File: src/rtl/invaders_ram_arbiter.sv
// Arbiter for the shared 8 KB work/video RAM at 2000-3FFF.
// Two requesters share it: the 8080 CPU bus and the video fetcher.
// Video normally wins, but a CPU that has waited CPU_WAIT_MAX cycles takes
// the next slot. One access is in flight at a time: grant, ACC, optional
// LAT (reads only), then back to IDLE.
module invaders_ram_arbiter #(
    parameter int unsigned RD_LAT       = 1,
    parameter int unsigned CPU_WAIT_MAX = 4
) (
    input  logic        Clock,
    input  logic        Reset,
    input  logic        cpu_req,
    input  logic        cpu_we,
    input  logic [12:0] cpu_addr,
    input  logic [7:0]  cpu_wdata,
    output logic [7:0]  cpu_rdata,
    output logic        cpu_ack,
    input  logic        vid_req,
    input  logic [12:0] vid_addr,
    output logic [7:0]  vid_rdata,
    output logic        vid_valid,
    output logic        vid_overrun,
    output logic [15:0] Ram_Addr,
    output logic [7:0]  Ram_in,
    output logic        RW_n,
    input  logic [7:0]  Ram_out
);

    localparam int unsigned     WW       = $clog2(CPU_WAIT_MAX + 1);
    localparam logic [1:0]      LAT_LAST = 2'(RD_LAT - 1);
    localparam logic [WW-1:0]   WAIT_LIM = WW'(CPU_WAIT_MAX);

    typedef enum logic [1:0] {IDLE = 2'd0, ACC = 2'd1, LAT = 2'd2} state_t;

    state_t         state, state_n;
    logic [1:0]     lat_cnt;
    logic [WW-1:0]  wait_cnt;
    logic           vid_pend;
    logic [12:0]    vid_addr_q;
    logic           cur_cpu;
    logic           cur_read;

    logic           cpu_eff;
    logic           cpu_hi;
    logic           vid_any;
    logic           grant_cpu;
    logic           grant_vid;
    logic           lat_done;
    logic           capture;
    logic [12:0]    vid_src;

    // State register and read-latency counter
    always_ff @(posedge Clock) begin
        if (Reset) begin
            state   <= IDLE;
            lat_cnt <= '0;
        end else begin
            state <= state_n;
            if (state == ACC)
                lat_cnt <= '0;
            else if (state == LAT)
                lat_cnt <= lat_cnt + 2'd1;
        end
    end

    // Next-state selection
    always_comb begin
        state_n = state;
        case (state)
            IDLE:    if (grant_cpu || grant_vid) state_n = ACC;
            ACC:     state_n = cur_read ? LAT : IDLE;
            LAT:     if (lat_done) state_n = IDLE;
            default: state_n = IDLE;
        endcase
    end

    // Arbitration and capture decisions; a request is ignored in its own ack cycle
    always_comb begin
        cpu_eff   = cpu_req & ~cpu_ack;
        cpu_hi    = cpu_eff && (wait_cnt >= WAIT_LIM);
        vid_any   = vid_pend | vid_req;
        grant_cpu = 1'b0;
        grant_vid = 1'b0;
        if (state == IDLE) begin
            grant_cpu = cpu_hi | (cpu_eff & ~vid_any);
            grant_vid = ~cpu_hi & vid_any;
        end
        vid_src  = vid_pend ? vid_addr_q : vid_addr;
        lat_done = (lat_cnt == LAT_LAST);
        capture  = (state == LAT) && lat_done;
    end

    // RAM port registers, read-data capture and completion pulses
    always_ff @(posedge Clock) begin
        if (Reset) begin
            Ram_Addr  <= '0;
            Ram_in    <= '0;
            RW_n      <= 1'b1;
            cpu_rdata <= '0;
            vid_rdata <= '0;
            cpu_ack   <= 1'b0;
            vid_valid <= 1'b0;
            cur_cpu   <= 1'b0;
            cur_read  <= 1'b0;
        end else begin
            cpu_ack   <= 1'b0;
            vid_valid <= 1'b0;
            if (grant_cpu) begin
                Ram_Addr <= {3'b001, cpu_addr};
                Ram_in   <= cpu_wdata;
                RW_n     <= ~cpu_we;
                cur_cpu  <= 1'b1;
                cur_read <= ~cpu_we;
            end else if (grant_vid) begin
                Ram_Addr <= {3'b001, vid_src};
                RW_n     <= 1'b1;
                cur_cpu  <= 1'b0;
                cur_read <= 1'b1;
            end
            if (state == ACC) begin
                RW_n <= 1'b1;
                if (!cur_read)
                    cpu_ack <= 1'b1;
            end
            if (capture) begin
                if (cur_cpu) begin
                    cpu_rdata <= Ram_out;
                    cpu_ack   <= 1'b1;
                end else begin
                    vid_rdata <= Ram_out;
                    vid_valid <= 1'b1;
                end
            end
        end
    end

    // Single-entry video request latch with sticky overrun flag
    always_ff @(posedge Clock) begin
        if (Reset) begin
            vid_pend    <= 1'b0;
            vid_addr_q  <= '0;
            vid_overrun <= 1'b0;
        end else begin
            if (grant_vid)
                vid_pend <= 1'b0;
            if (vid_req) begin
                // A pulse granted straight through (nothing pending) is not latched;
                // a pulse alongside a granted pending request replaces it.
                if (vid_pend && !grant_vid) begin
                    vid_overrun <= 1'b1;
                end else if (vid_pend || !grant_vid) begin
                    vid_pend   <= 1'b1;
                    vid_addr_q <= vid_addr;
                end
            end
        end
    end

    // CPU wait counter, saturating, cleared on CPU grant
    always_ff @(posedge Clock) begin
        if (Reset)
            wait_cnt <= '0;
        else if (grant_cpu)
            wait_cnt <= '0;
        else if (cpu_eff && (wait_cnt < WAIT_LIM))
            wait_cnt <= wait_cnt + WW'(1);
    end

endmodule

File: config.mk
export PLATFORM = sky130hd
export DESIGN_NAME = invaders_ram_arbiter
export DESIGN_NICKNAME = d
export VERILOG_FILES = /design/src/rtl/invaders_ram_arbiter.sv
export SDC_FILE = /design/constraint.sdc
export NUM_CORES = 1
export LEC_CHECK = 0
export BUFFER_PORTS_ARGS = -buffer_cell sky130_fd_sc_hd__buf_2
export CORE_MARGIN = 5
export CORE_UTILIZATION = 35
export DETAILED_ROUTE_END_ITERATION = 10
export SETUP_SLACK_MARGIN = 0.02
export SLEW_MARGIN = 10
export SYNTH_ARGS = -nofsm -noshare
export SYNTH_HDL_FRONTEND = slang
export SYNTH_SLANG_ARGS = --single-unit
File: constraint.sdc
create_clock -name Clock -period 4.6 [get_ports Clock]
set_input_delay 0.92 -clock Clock [delete_from_list [all_inputs] [get_ports Clock]]
set_output_delay 0.92 -clock Clock [all_outputs]
set_load 0.05 [all_outputs]
# After elaboration in Yosys (flattened, before gate mapping)
# Cells that the tools add are included.
# op_classes
magnitude_cmp,2
reduce_logical,18
n_addsub,2
bitwise_logic,12
muxes,22
eq_ne,4
# op_table
cell,n
14-bit 2-to-1 mux,2
1-bit 2-to-1 mux,15
13-bit 2-to-1 mux,1
2-bit AND reduction,4
1-bit NOT,7
2-bit 2-to-1 mux,3
2-bit case mux with 3 select lines,1
2-bit OR reduction,3
1-bit logical AND,4
2-bit zero test,2
2-bit != test (second input constant),2
3-bit by 1-bit adder with 3-bit output (second input constant),1
1-bit bitwise AND,3
3-bit greater-or-equal comparator (second input constant),1
3-bit less-than comparator (second input constant),1
3-bit AND reduction,1
2-bit by 1-bit adder with 2-bit output (second input constant),1
2-bit by 1-bit equality test with 1-bit output (second input constant),1
2-bit equality test (second input constant),1
1-bit logical OR,2
1-bit OR,2
2-bit nonzero test,1
1-bit zero test,1
# word_totals
regBits,65
input_bits,47
word_cells,75
out_inout_bits,44

# Longest topological paths before layout
# logic_depth
depth_word,11
mapped_depth,6
ltp_nobuf,6

# Least setup slack after synthesis
# OpenSTA, ideal clock, no wires.
# synth_timing
path_type,input-to-reg
start,input port cpu_req
end,register RW_n
n_path_buf,1
slack_ns,2.606
cell_stages,5
arrival_ns,1.867
setup_ns,0.127
t_required_ns,4.473
cell_sequence,nor2b_1 -> o31a_1 -> buf_2 -> a2bb2oi_1 -> or3_1
# synth_via
elab_chain_cells,6
word_cells_on_any_way,10
classes_between,mux: 3; bitwise: 5; reduce/logical: 2
# synth_rtl
item,line_no,rtl
"start, declared",12,"input logic cpu_req,"
1-bit bitwise AND *,79,cpu_eff = cpu_req & ~cpu_ack;
1-bit logical AND,80,cpu_hi = cpu_eff && (wait_cnt >= WAIT_LIM);
1-bit NOT,86,grant_vid = ~cpu_hi & vid_any;
1-bit bitwise AND,86,
1-bit 2-to-1 mux,84,if (state == IDLE) begin
2-bit nonzero test (no source line),n/a,
"end signal, assigned",111,RW_n <= ~cpu_we;
"end, declared",25,"output logic RW_n,"
# Every way passes the cells marked *; elsewhere a longest branch is shown, timed or not.
# A chain may end at the register's enable or synchronous reset.

# Worst setup path after layout
# layout_timing
start,register vid_pend
end,register Ram_Addr[9]
# layout_via
elab_chain_cells,6
word_cells_on_any_way,11
classes_between,mux: 5; bitwise: 5; reduce/logical: 1
# layout_rtl
item,line_no,rtl
"start, declared",38,logic vid_pend;
"start signal, assigned",140,vid_pend <= 1'b0;
"start signal, assigned",145,vid_pend <= 1'b0;
"start signal, assigned",152,vid_pend <= 1'b1;
1-bit OR,81,vid_any = vid_pend | vid_req;
1-bit NOT,85,grant_cpu = cpu_hi | (cpu_eff & ~vid_any);
1-bit bitwise AND,85,
1-bit OR,85,
1-bit 2-to-1 mux,84,
14-bit 2-to-1 mux / 2-bit nonzero test (equally long branches),n/a,
"end signal, assigned",109,"Ram_Addr <= {3'b001, cpu_addr};"
"end signal, assigned",115,"Ram_Addr <= {3'b001, vid_src};"
"end, declared",23,"output logic [15:0] Ram_Addr,"
# Several ways; a longest one is shown, not always the timed one. The select of a mux whose other input is x is not followed.

==> qor.txt <==
Post-synth ARST share = 0%
Synth Area in Compound Gates = 16.6%
H-tree level count = 3
Syn Std Cell Area = 0.00259 mm2
EDFF count, synth = 0
Setup Skew = 0.00966 ns
Simple-gate share of the synthesized area = 15.9%
Top-Level Pins = 91
Startpoint Class = register
Layout Area Growth over Synthesis = 27.4%
Status = finished, final reports clean
Core Region = 0.00721 mm2
Row cnt = 31
First-pass GRT wire length = 10300 um
Sequential cell area = 0.00130 mm2
CTS resizes = 0
Die height = 96 um
Crit Path Max Fanout = 19
Sum of negative setup slack = 0 ns
Final setup fails = 0
Initial antenna violation count = 0
Sequential share of the synthesized area = 50.3%
CTS Root Cell = clkbuf_8
CTS Sinks = 65
Gp weighted congestion = 0.746
Endpoints failing hold = 0
DRT iter0 DRCs = 93
Top delay family on crit path = compound AO/OA/AOI/OAI gates
Hold crit path type = register to register
Fraction of the cycle the final worst path needs = 57.0%
Tot GR Track Use = 14.5%
Post-Syn Instances = 280
Max-slew headroom = 20.7%
DPL Wire Length = 4280 um
N_diodes = 0
Worst path slowest cell = dfxtp_1
Worst-Margin Slew = 1.19 ns
Placed cell count = 449
Synth Area in XOR/XNOR = 0.338%
Post-synth cell types = 37
Logic gate share of total power = 17.3%
Antenna Nets Post-Route = 0
Worst Path Class, Setup = register to register
Net Sw Power = 0.417 mW
Yosys reg bits = 65
Sw Share = 28.2%
Die width = 96 um
Crit path largest cell delay = 0.94 ns
Post-Synth Adder-Cell Area = 0.967%
Largest family of logic cells by synthesized area = compound AO/OA/AOI/OAI gates
Design Power = 1.48 mW
Remaining global-route overflow = 0
Crit. End Element = register
Die area = 0.00922 mm2
Leak = 1.46 nW
Arr. time, crit path = 2.87 ns
Internal power = 1.06 mW
TritonRoute pass-1 iters = 4
Initial Util = 35.9%
Max IR drop VDD = 0.000228 V
RSZ-0062 raised after global routing = no
Crit path cell chain = nor2_1 > o211ai_1 > buf_4 > o22ai_1 > a211oi_1
Mean Syn Cell Area = 9.25 um2
Fin nets = 410
Clock tree buffer depth = 2
Flop pwr share = 42.4%
Vias in the first global route = 2111
Vias = 2227
Clock power frac = 40.3%
Largest net degree at the start of global routing = 66
Slew Limit Fails = 0
Residual DRC = 0
Post CTS Setup Buffer Count = 0
Post-synth top flop = dfxtp_1
Final cell count without fillers = 465
Clock transition at the registers of the reported paths = 0.07 ns
PortBufs = 88
Mux contribution to synthesized area = 10.8%
Critical path data required time = 4.84 ns
Post-layout min period = 2.62 ns
Crit path buf inv count = 1
Layout cells sized above 1 = 29.8%
Power Dens Cells = 448 mW/mm2
Total CTS buffers = 9
Post-CTS Hold Fix Bufs = 0
Final WL = 6310 um
Utilization after layout = 45.7%
Fmax = 381 MHz
Vias per cell = 4.79
TritonCTS clock tree = yes
Fillers = 742
Multi-input gate area = 0.00116 mm2
Max-cap violations = 0
Ys Warns = 0
Worst-Skew Late Latency = 0.34 ns
WL/cell = 13.6 um
-- cell usage after synthesis (2+ instances only) --
cell type	n	area, um2
ha_1	2	25.0
a211oi_1	14	105
nor2_1	23	86.3
o22ai_1	13	81.3
o211ai_1	2	15.0
clkbuf_1	8	30.0
nand2_1	48	180
buf_4	2	15.0
o21ai_0	2	10.0
nand2b_1	2	12.5
nor2b_1	5	31.3
mux2i_1	28	280
inv_1	4	15.0
buf_2	8	40.0
dfxtp_1	65	1300
nor3_1	4	20.0
a21oi_1	29	145
a31oi_1	2	12.5
-- per-stage QoR --
step                hold slack [ns]  setup WS (ns)  area, um2
floorplan                     0.463           2.61       2590
global placement              0.439           2.09       3050
detailed placement            0.445           1.88       3050
CTS                           0.454           1.91       3300
global route                  0.482           1.71       3300
finish                        0.452           1.98       3300
-- power groups by stage --
stage                     Clock, mW  Sequential (mW)  Combinational, mW
after floorplan                   0            0.710              0.121
after global placement            0            0.638              0.254
after detailed placement          0            0.638              0.258
after CTS                     0.613            0.626              0.259
after global routing          0.633            0.631              0.278
final                         0.594            0.626              0.256
-- flip-flops by register name, summed over array words and instances (netlist names) --
register     cells
RW_n             1
Ram_Addr        14
Ram_in           8
cpu_ack          1
cpu_rdata        8
cur_cpu          1
cur_read         1
lat_cnt          2
state            2
vid_addr_q      13
vid_overrun      1
vid_pend         1
vid_rdata        8
vid_valid        1
wait_cnt         3
-- cells by family after synthesis --
group / count (synthesis)
xor+xnor: 1
mux: 28
other cells: 1
buf+inv: 24
fa+ha+maj: 2
compound gates: 67
simple gates: 92
flops: 65
-- worst paths after layout --
check,startpoint,end,slack (ns),depth (start not counted)
max reg2reg,vid_pend,Ram_Addr[9],1.98,5
min,cpu_rdata[5],cpu_rdata[5],0.45,2
min reg2reg,cpu_rdata[5],cpu_rdata[5],0.45,2
max,vid_pend,Ram_Addr[9],1.98,5
-- cell usage in the layout, fill, tap and decap left out, types with 2 or more instances in the layout --
master,synthesis,layout
a31oi_1,2,2
o22ai_1,13,13
dfxtp_1,65,65
nand2_1,48,48
buf_2,8,88
a21oi_1,29,29
mux2i_1,28,28
o21ai_0,2,2
ha_1,2,2
o211ai_1,2,2
a211oi_1,14,14
nor3_1,4,4
bufinv_16,0,3
clkbuf_8,0,10
conb_1,1,2
inv_1,4,4
nand2b_1,2,2
nor2_1,23,23
nor2b_1,5,5
-- worst register-to-register path, cell delays in order, from the launching register on --
cell and delay (ns):
dfxtp_1 0.94, nor2_1 0.19, o211ai_1 0.69, buf_4 0.34, o22ai_1 0.11, a211oi_1 0.25
-- layer usage --
layer | vias up | share of wire, % | global-route usage [%]
met3 | 8 | 10 | 7.11
met2 | 82 | 43 | 21.4
met5 | - | 0 | 0
li1 | 1137 | - | -
met4 | 0 | 1.3 | 4.27
met1 | 1000 | 45 | 18.6
-- area by class of cell --
cell class / instances / area share (%)
timing repair buffer: 89 / 13.6
sequential: 65 / 39.5
tap: 99 / 3.76
clock buffer: 11 / 4.29
inverter: 4 / 0.455
clock inverter: 5 / 3.11
multi-input combinational: 192 / 35.3
Note: power is estimated with default switching activity, not from simulation.
